`src/rtl/imem_load_ctrl.sv`:
```
// imem_load_ctrl: owns the instruction-memory write port and the pipeline
// enable. Single-byte commands arrive from the debug UART: 'L' loads a
// little-endian word stream into instruction memory, 'R' runs the pipeline
// until a halt, and 'S' advances it by one cycle. All outputs are registered.
module imem_load_ctrl #(
  parameter int                 INST_SZ     = 32,
  parameter int                 PC_SZ       = 32,
  parameter int                 MEM_DEPTH_W = 8,
  parameter logic [INST_SZ-1:0] HALT_WORD   = {INST_SZ{1'b1}}
) (
  input  logic                   i_clk,
  input  logic                   i_reset,
  input  logic [7:0]             i_rx_data,
  input  logic                   i_rx_valid,
  input  logic                   i_halt,
  output logic                   o_write,
  output logic [PC_SZ-1:0]       o_addr,
  output logic [INST_SZ-1:0]     o_instruction,
  output logic                   o_pipe_enable,
  output logic                   o_pipe_reset,
  output logic                   o_loading,
  output logic                   o_halted,
  output logic                   o_overflow,
  output logic [MEM_DEPTH_W:0]   o_word_count
);

  localparam int BYTES  = INST_SZ / 8;
  localparam int BCNT_W = (BYTES > 1) ? $clog2(BYTES) : 1;

  localparam logic [7:0] CMD_LOAD = 8'h4C;
  localparam logic [7:0] CMD_RUN  = 8'h52;
  localparam logic [7:0] CMD_STEP = 8'h53;

  typedef enum logic [1:0] {IDLE, LOAD, RUN, STEP} state_e;

  state_e                 state_q, state_d;
  logic [BCNT_W-1:0]      bcnt_q, bcnt_d;
  logic [MEM_DEPTH_W-1:0] widx_q, widx_d;
  logic [INST_SZ-1:0]     asm_q, asm_d;
  // High during the write cycle of the word that terminates the load
  // (either HALT_WORD or the last memory slot).
  logic                   end_q, end_d;

  logic                   write_q, write_d;
  logic [PC_SZ-1:0]       addr_q, addr_d;
  logic [INST_SZ-1:0]     instr_q, instr_d;
  logic                   pipe_en_q, pipe_en_d;
  logic                   pipe_rst_q, pipe_rst_d;
  logic                   loading_q, loading_d;
  logic                   halted_q, halted_d;
  logic                   overflow_q, overflow_d;
  logic [MEM_DEPTH_W:0]   wcount_q, wcount_d;

  // Word as it will look once the current byte is shifted in at the top;
  // after BYTES shifts the first byte sits in [7:0].
  logic [INST_SZ-1:0]     asm_shift;
  assign asm_shift = {i_rx_data, asm_q[INST_SZ-1:8]};

  // Next-state and registered-output decode.
  always_comb begin
    state_d    = state_q;
    bcnt_d     = bcnt_q;
    widx_d     = widx_q;
    asm_d      = asm_q;
    end_d      = end_q;
    write_d    = 1'b0;
    addr_d     = addr_q;
    instr_d    = instr_q;
    pipe_en_d  = 1'b0;
    pipe_rst_d = 1'b0;
    halted_d   = halted_q;
    overflow_d = overflow_q;
    wcount_d   = wcount_q;

    case (state_q)
      IDLE: begin
        if (i_rx_valid) begin
          if (i_rx_data == CMD_LOAD) begin
            state_d    = LOAD;
            pipe_rst_d = 1'b1;
            bcnt_d     = '0;
            widx_d     = '0;
            asm_d      = '0;
            end_d      = 1'b0;
            wcount_d   = '0;
            halted_d   = 1'b0;
            overflow_d = 1'b0;
          end else if (i_rx_data == CMD_RUN && !halted_q) begin
            state_d   = RUN;
            pipe_en_d = 1'b1;
          end else if (i_rx_data == CMD_STEP && !halted_q) begin
            state_d   = STEP;
            pipe_en_d = 1'b1;
          end
        end
      end
      LOAD: begin
        if (end_q) begin
          // Final write is on the bus now; bytes in this cycle are dropped.
          state_d = IDLE;
          end_d   = 1'b0;
          if (instr_q != HALT_WORD) overflow_d = 1'b1;
        end else if (i_rx_valid) begin
          asm_d = asm_shift;
          if (bcnt_q == BCNT_W'(BYTES - 1)) begin
            bcnt_d   = '0;
            write_d  = 1'b1;
            instr_d  = asm_shift;
            addr_d   = PC_SZ'({widx_q, 2'b00});
            widx_d   = widx_q + MEM_DEPTH_W'(1);
            wcount_d = wcount_q + (MEM_DEPTH_W + 1)'(1);
            if (asm_shift == HALT_WORD || widx_q == {MEM_DEPTH_W{1'b1}})
              end_d = 1'b1;
          end else begin
            bcnt_d = bcnt_q + BCNT_W'(1);
          end
        end
      end
      RUN: begin
        if (i_halt) begin
          state_d  = IDLE;
          halted_d = 1'b1;
        end else begin
          pipe_en_d = 1'b1;
        end
      end
      STEP: begin
        state_d = IDLE;
        if (i_halt) halted_d = 1'b1;
      end
      default: state_d = IDLE;
    endcase

    loading_d = (state_d == LOAD);
  end

  // State and output registers with synchronous reset.
  always_ff @(posedge i_clk) begin
    if (i_reset) begin
      state_q    <= IDLE;
      bcnt_q     <= '0;
      widx_q     <= '0;
      asm_q      <= '0;
      end_q      <= 1'b0;
      write_q    <= 1'b0;
      addr_q     <= '0;
      instr_q    <= '0;
      pipe_en_q  <= 1'b0;
      pipe_rst_q <= 1'b0;
      loading_q  <= 1'b0;
      halted_q   <= 1'b0;
      overflow_q <= 1'b0;
      wcount_q   <= '0;
    end else begin
      state_q    <= state_d;
      bcnt_q     <= bcnt_d;
      widx_q     <= widx_d;
      asm_q      <= asm_d;
      end_q      <= end_d;
      write_q    <= write_d;
      addr_q     <= addr_d;
      instr_q    <= instr_d;
      pipe_en_q  <= pipe_en_d;
      pipe_rst_q <= pipe_rst_d;
      loading_q  <= loading_d;
      halted_q   <= halted_d;
      overflow_q <= overflow_d;
      wcount_q   <= wcount_d;
    end
  end

  assign o_write       = write_q;
  assign o_addr        = addr_q;
  assign o_instruction = instr_q;
  assign o_pipe_enable = pipe_en_q;
  assign o_pipe_reset  = pipe_rst_q;
  assign o_loading     = loading_q;
  assign o_halted      = halted_q;
  assign o_overflow    = overflow_q;
  assign o_word_count  = wcount_q;

endmodule

```
`config.mk`:
```
export PLATFORM = sky130hd
export DESIGN_NAME = imem_load_ctrl
export DESIGN_NICKNAME = d
export VERILOG_FILES = /design/src/rtl/imem_load_ctrl.sv
export SDC_FILE = /design/constraint.sdc
export NUM_CORES = 1
export LEC_CHECK = 0
export BUFFER_PORTS_ARGS = -buffer_cell sky130_fd_sc_hd__buf_2
export CORE_MARGIN = 2
export CORE_UTILIZATION = 30
export DETAILED_ROUTE_END_ITERATION = 10
export PLACE_DENSITY = 0.5
export SLEW_MARGIN = 20
export SYNTH_ARGS = -nofsm -noshare
export SYNTH_HDL_FRONTEND = slang
export SYNTH_SLANG_ARGS = --single-unit
```
`constraint.sdc`:
```
create_clock -name i_clk -period 2.6 [get_ports i_clk]
set_input_delay 0.39 -clock i_clk [delete_from_list [all_inputs] [get_ports i_clk]]
set_output_delay 0.39 -clock i_clk [all_outputs]
set_load 0.02 [all_outputs]
```
== Word level (Yosys, flattened, before mapping) ==
Index checks and enable logic that the tools add are counted.

* Logic and storage cells: 106
* Bits in registers: 100
* Output and inout port bits: 79

* Mux-type cells: 50
* $add $sub $neg: 3
* Equality and inequality tests: 19
* Bitwise gates (word level): 4
* Reduce and logical (&&, ||, !) cells: 16

{| class="wikitable"
|+ Operator list
! cell !! number
|-
| two-way mux 32 bit || 4
|-
| one-hot mux 32 bit (2 select lines) || 1
|-
| two-way mux 9 bit || 5
|-
| two-way mux 8 bit || 5
|-
| equality test 32 bit, second input constant || 1
|-
| != test 32 bit, second input constant || 1
|-
| equality test 8 x 7 -> 1 bit, second input constant || 3
|-
| two-way mux 2 bit || 11
|-
| one-hot mux 9 bit (2 select lines) || 1
|-
| two-way mux 1 bit || 16
|-
| one-hot mux 8 bit (2 select lines) || 1
|-
| != test 2 bit, second input constant || 7
|-
| AND reduction 5 bit || 2
|-
| adder 9 x 1 -> 9 bit, second input constant || 1
|-
| adder 8 x 1 -> 8 bit, second input constant || 1
|-
| equality test 8 bit, second input constant || 1
|-
| one-hot mux 1 bit (2 select lines) || 4
|-
| one-hot mux 2 bit (4 select lines) || 1
|-
| AND reduction 4 bit || 2
|-
| equality test 2 bit, second input constant || 3
|-
| AND reduction 6 bit || 1
|-
| equality test 2 x 1 -> 1 bit, second input constant || 2
|-
| inverter 1 bit || 4
|-
| one-hot mux 2 bit (2 select lines) || 1
|-
| 11 further kinds || 13
|}

== Logic depth before layout (Yosys ltp) ==
* Depth in word-level cells: 8
* Mapped depth: 8
* Mapped depth without buffers: 5

== Least setup slack after synthesis ==
No wires, ideal clock.

* Path kind: in2reg
* From: in i_rx_data[0]
* To: reg wcount_q[8] (netlist: o_word_count[8])
* Path buffers: 1
* Stages on the path: 5
* Arrival time: 1934 ps
* Data required time: 2530 ps
* Setup slack: 596 ps
* Library setup time: 70 ps
* Cells stage by stage: or4b_1 -> or3_1 -> buf_2 -> a2111o_1 -> a21oi_1

* Longest elaborated chain between the ends: 3

{| class="wikitable"
|+ RTL lines
! item !! line !! RTL
|-
| start, declared || 13 || <nowiki>input logic [7:0] i_rx_data,</nowiki>
|-
| equality test 8 x 7 -> 1 bit || 78 || <nowiki>if (i_rx_data == CMD_LOAD) begin</nowiki>
|-
| != test 2 bit (no source line) || - ||
|-
| AND reduction 6 bit (no source line) || - ||
|-
| end signal, assigned || 168 || <nowiki>wcount_q <= wcount_d;</nowiki>
|-
| end, declared || 52 || <nowiki>logic [MEM_DEPTH_W:0] wcount_q, wcount_d;</nowiki>
|}

No other way between the ends.
A chain may end at the register's enable or synchronous reset.

== Worst setup path in the final report ==
* From: reg state_q[1]
* To: reg wcount_q[8] (netlist: o_word_count[8])

* Longest elaborated chain between the ends: 3
* Elaborated cells between the ends (all ways): 10
* Classes of those cells: eq/ne: 6; mux: 1; reduce/logical: 3

{| class="wikitable"
|+ RTL lines
! item !! line !! RTL
|-
| start, declared || 36 || <nowiki>state_e state_q, state_d;</nowiki>
|-
| start signal, assigned || 155 || <nowiki>state_q <= state_d;</nowiki>
|-
| equality test 2 x 1 -> 1 bit / zero test 2 bit (equally long branches) || 75 || <nowiki>case (state_q)</nowiki>
|-
| != test 2 bit (no source line) / nonzero test 2 bit (equally long branches) || - ||
|-
| AND reduction 6 bit (no source line) || - ||
|}

Parallel ways exist; a longest one is shown, timed or not.

==> out/qor.csv <==
metric,value,unit
Post-synth EDFFs,0,
total negative setup slack,0,ns
post-route clock skew,0.00873,ns
worst vdd ir,0.304,mV
WP data arrival,2.35,ns
worst hold start,i_rx_data[6],
"FFs w/ async S/R, synth",0,%
"Non-Filler Cell Area, Final",0.00459,sq mm
ANT cells,0,
first-pass GRT wire length,16000,microns
CTS Root Cell,clkbuf_16,
Seq cells post-synth,92,
hold crit path type,in -> reg,
Max Cap Viol,0,
post-CTS setup buffers,0,
I/O Buffers,66,
fmax,0.482,GHz
Critical Path Fanout Max,10,
post-DP HPWL,7020,microns
vias in the first global route,3092,
core region area,0.0126,sq mm
Routed WL,10200,microns
Pwr Density,656,mW/mm^2
clock insertion delay at the later pin of the skew report,0.34,ns
R2R depth,4,
final worst slack,0.526,ns
FP Rows,41,
DR iter-0 viols,211,
cell taking the most area after synthesis,dfxtp_1,
Leak,0.00172,uW
CTS HTree Levels,3,
TritonRoute pass-1 iters,4,
predominant post-synthesis flop cell,dfxtp_1,
Worst Max-Slew Pin Slew,0.662,ns
ANT nets after route,0,
initial core utilization,30.5,%
Die H,117,microns
Area after DPL,0.00426,sq mm
largest net degree at the start of global routing,60,
Final Core Density,36.5,%
Crit Reg-Reg Endpoint,o_word_count[8],
Num CTS Buffers,9,
CTS tree,done,
WP buf/inv,0,
hold_buf cts,0,
Max clock buf depth,2,
dpl cells,676,
final cycle utilization of the critical path,79.8,%
I/O pin count,91,
"delay-heaviest family, CP",simple AND/OR/NAND/NOR gates,
clock sinks,92,
Period minus WS final,2.07,ns
Critical Path Start Type,flip-flop,
R2R Path Start,state_q[1],
Clock Pin Slew Worst Setup and Hold Paths,0.07,ns
Mapped Area,0.00384,sq mm
Post-CTS Resized,0,
vias per cell,4.97,
GRT overflow,0,
final net count,530,
Hold Crit Endpoint,o_instruction[30],
die width,117,microns
top cell type's share of synthesized area,48.0,%
die area,0.0137,sq mm
Synth Instances,462,
CP cell instances,or3b_2 > or3_1 > a2111o_1 > a21oi_1,
GPL Wtd Cong,0.837,
Syn Area/Cell,8.30,sq um
max_slew headroom,55.9,%
WL/cell,14.7,microns
post-synthesis sequential area ratio,48.0,%
final count of hold timing violations,0,
r2r setup slk,0.53,ns
"Largest stage delay, worst path",0.50,ns
Critical-path top delay cell,or3b_2,
Layout Cells excl Fill,692,
hold depth,3,
initial antenna violation count,0,
synth-to-layout area growth,19.7,%
WP data required,2.87,ns
Synth cell types,39,
layout cell share with drive strength beyond 1,18.5,%
"Warnings, synthesis",0,
Finish-stage setup viols,0,
CP endpoint kind,flip-flop,
vias after detailed routing,3437,
Place WS,0.270,ns
Setup CP Type,reg -> reg,
total track usage,15.3,%
Synth area leaders,"dfxtp_1 (48%), nand2_1 (8.5%), a21oi_1 (8.2%)",
status,completed,
RSZ-0062 raised after global routing,false,
Critical Path Stages,4,
"Slew Viols, Final",0,
drt drc,0,
[layout by cell type (no fill, tap or decap), types with 2 or more instances in the layout]
cell and instances:
nand4_1 15, nand2_1 87, a31oi_1 3, nor3_1 8, buf_4 7, inv_1 3
nor2b_1 3, o41ai_1 2, nand2b_1 2, a21oi_1 63, clkinv_4 3, a22oi_1 26
a2111o_1 2, dfxtp_1 92, nand3b_1 3, conb_1 24, o21ai_0 5, and3_1 6
nor2_1 32, or3_1 4, ha_1 3, nand3_1 13, or4_1 10, buf_2 66
o31ai_1 10, clkbuf_16 9, bufinv_16 2
[cells by family (layout without fill, tap and decap cells)]
family	count (synthesis)	after routing	synth area share, %
AOI/OAI and AO/OA	114	114	18.1
adders and majority gates	3	3	0.979
buffers and inverters	58	93	8.25
DFF	92	92	48.0
muxes	1	1	0.261
other	1	24	0.0978
and+or+nand+nor	193	193	24.3
[through the flow]
step                      hold slack, ns  total power [uW]
after CTS                          0.323              3060
after floorplan                    0.444              1580
after detailed placement           0.446              1600
after global placement             0.446              1600
final                              0.338              3010
after global routing               0.339              3130
[routing by layer]
metal | global-route usage [%] | wire length (microns) | part of all wire [%]
met4 | 5.73 | 155 | 1.5
met3 | 2.99 | 411 | 4.0
met1 | 20.3 | 4760 | 47
met5 | 0 | 0 | 0
met2 | 24.6 | 4850 | 48
[flip-flops by register name (all words and copies together), names as in the netlist]
name / count
asm_q: 24
o_addr: 8
o_word_count: 9
o_pipe_enable: 1
o_instruction: 32
bcnt_q: 2
o_write: 1
state_q: 2
o_overflow: 1
o_halted: 1
o_loading: 1
end_q: 1
widx_q: 8
o_pipe_reset: 1
[worst register-to-register path: stages, from the launching register on]
cell and delay [ns]:
dfxtp_1 0.39, or3b_2 0.50, or3_1 0.50, a2111o_1 0.48
a21oi_1 0.14
[power by group]
part | internal [uW] | switching, uW | leakage, uW | total [uW]
logic | 33.9 | 105 | 0.000818 | 139
registers | 1420 | 10.3 | 0.000741 | 1430
clock network | 877 | 569 | 0.000163 | 1450
[cells in the mapped netlist, drive strengths merged (2+ instances only)]
cell type,instances
o21ai,5
o41ai,2
nand2b,2
inv,3
ha,3
buf,32
and3,6
nor2b,3
nor2,32
or4,10
a41oi,2
dfxtp,92
clkbuf,23
o31ai,10
nand3b,3
or3,4
nand3,13
nor3,8
nand2,87
nand4,15
a31oi,3
a21oi,63
a2111o,2
a22oi,26
[final cells by class]
cell class / count / area, sq um
well taps: 172 / 215
repair buffers: 74 / 403
fillers: 1328 / 7980
inverters: 3 / 11.3
clock buffers: 10 / 239
multi-input cells: 335 / 1790
flip-flops and latches: 92 / 1840
clock inverters: 6 / 95.1
[how the worst max path moves through the flow]
stage / to / from / slack, ns
finish: o_word_count[8] / state_q[1] / 0.53
floorplan: o_word_count[8] / i_rx_data[0] / 0.60
global placement: o_word_count[6] / i_rx_data[0] / 0.32
detailed placement: o_word_count[6] / i_rx_data[0] / 0.27
CTS: o_word_count[8] / state_q[1] / 0.52
global route: o_word_count[8] / state_q[1] / 0.43
Power figures use the tool's default switching activity.
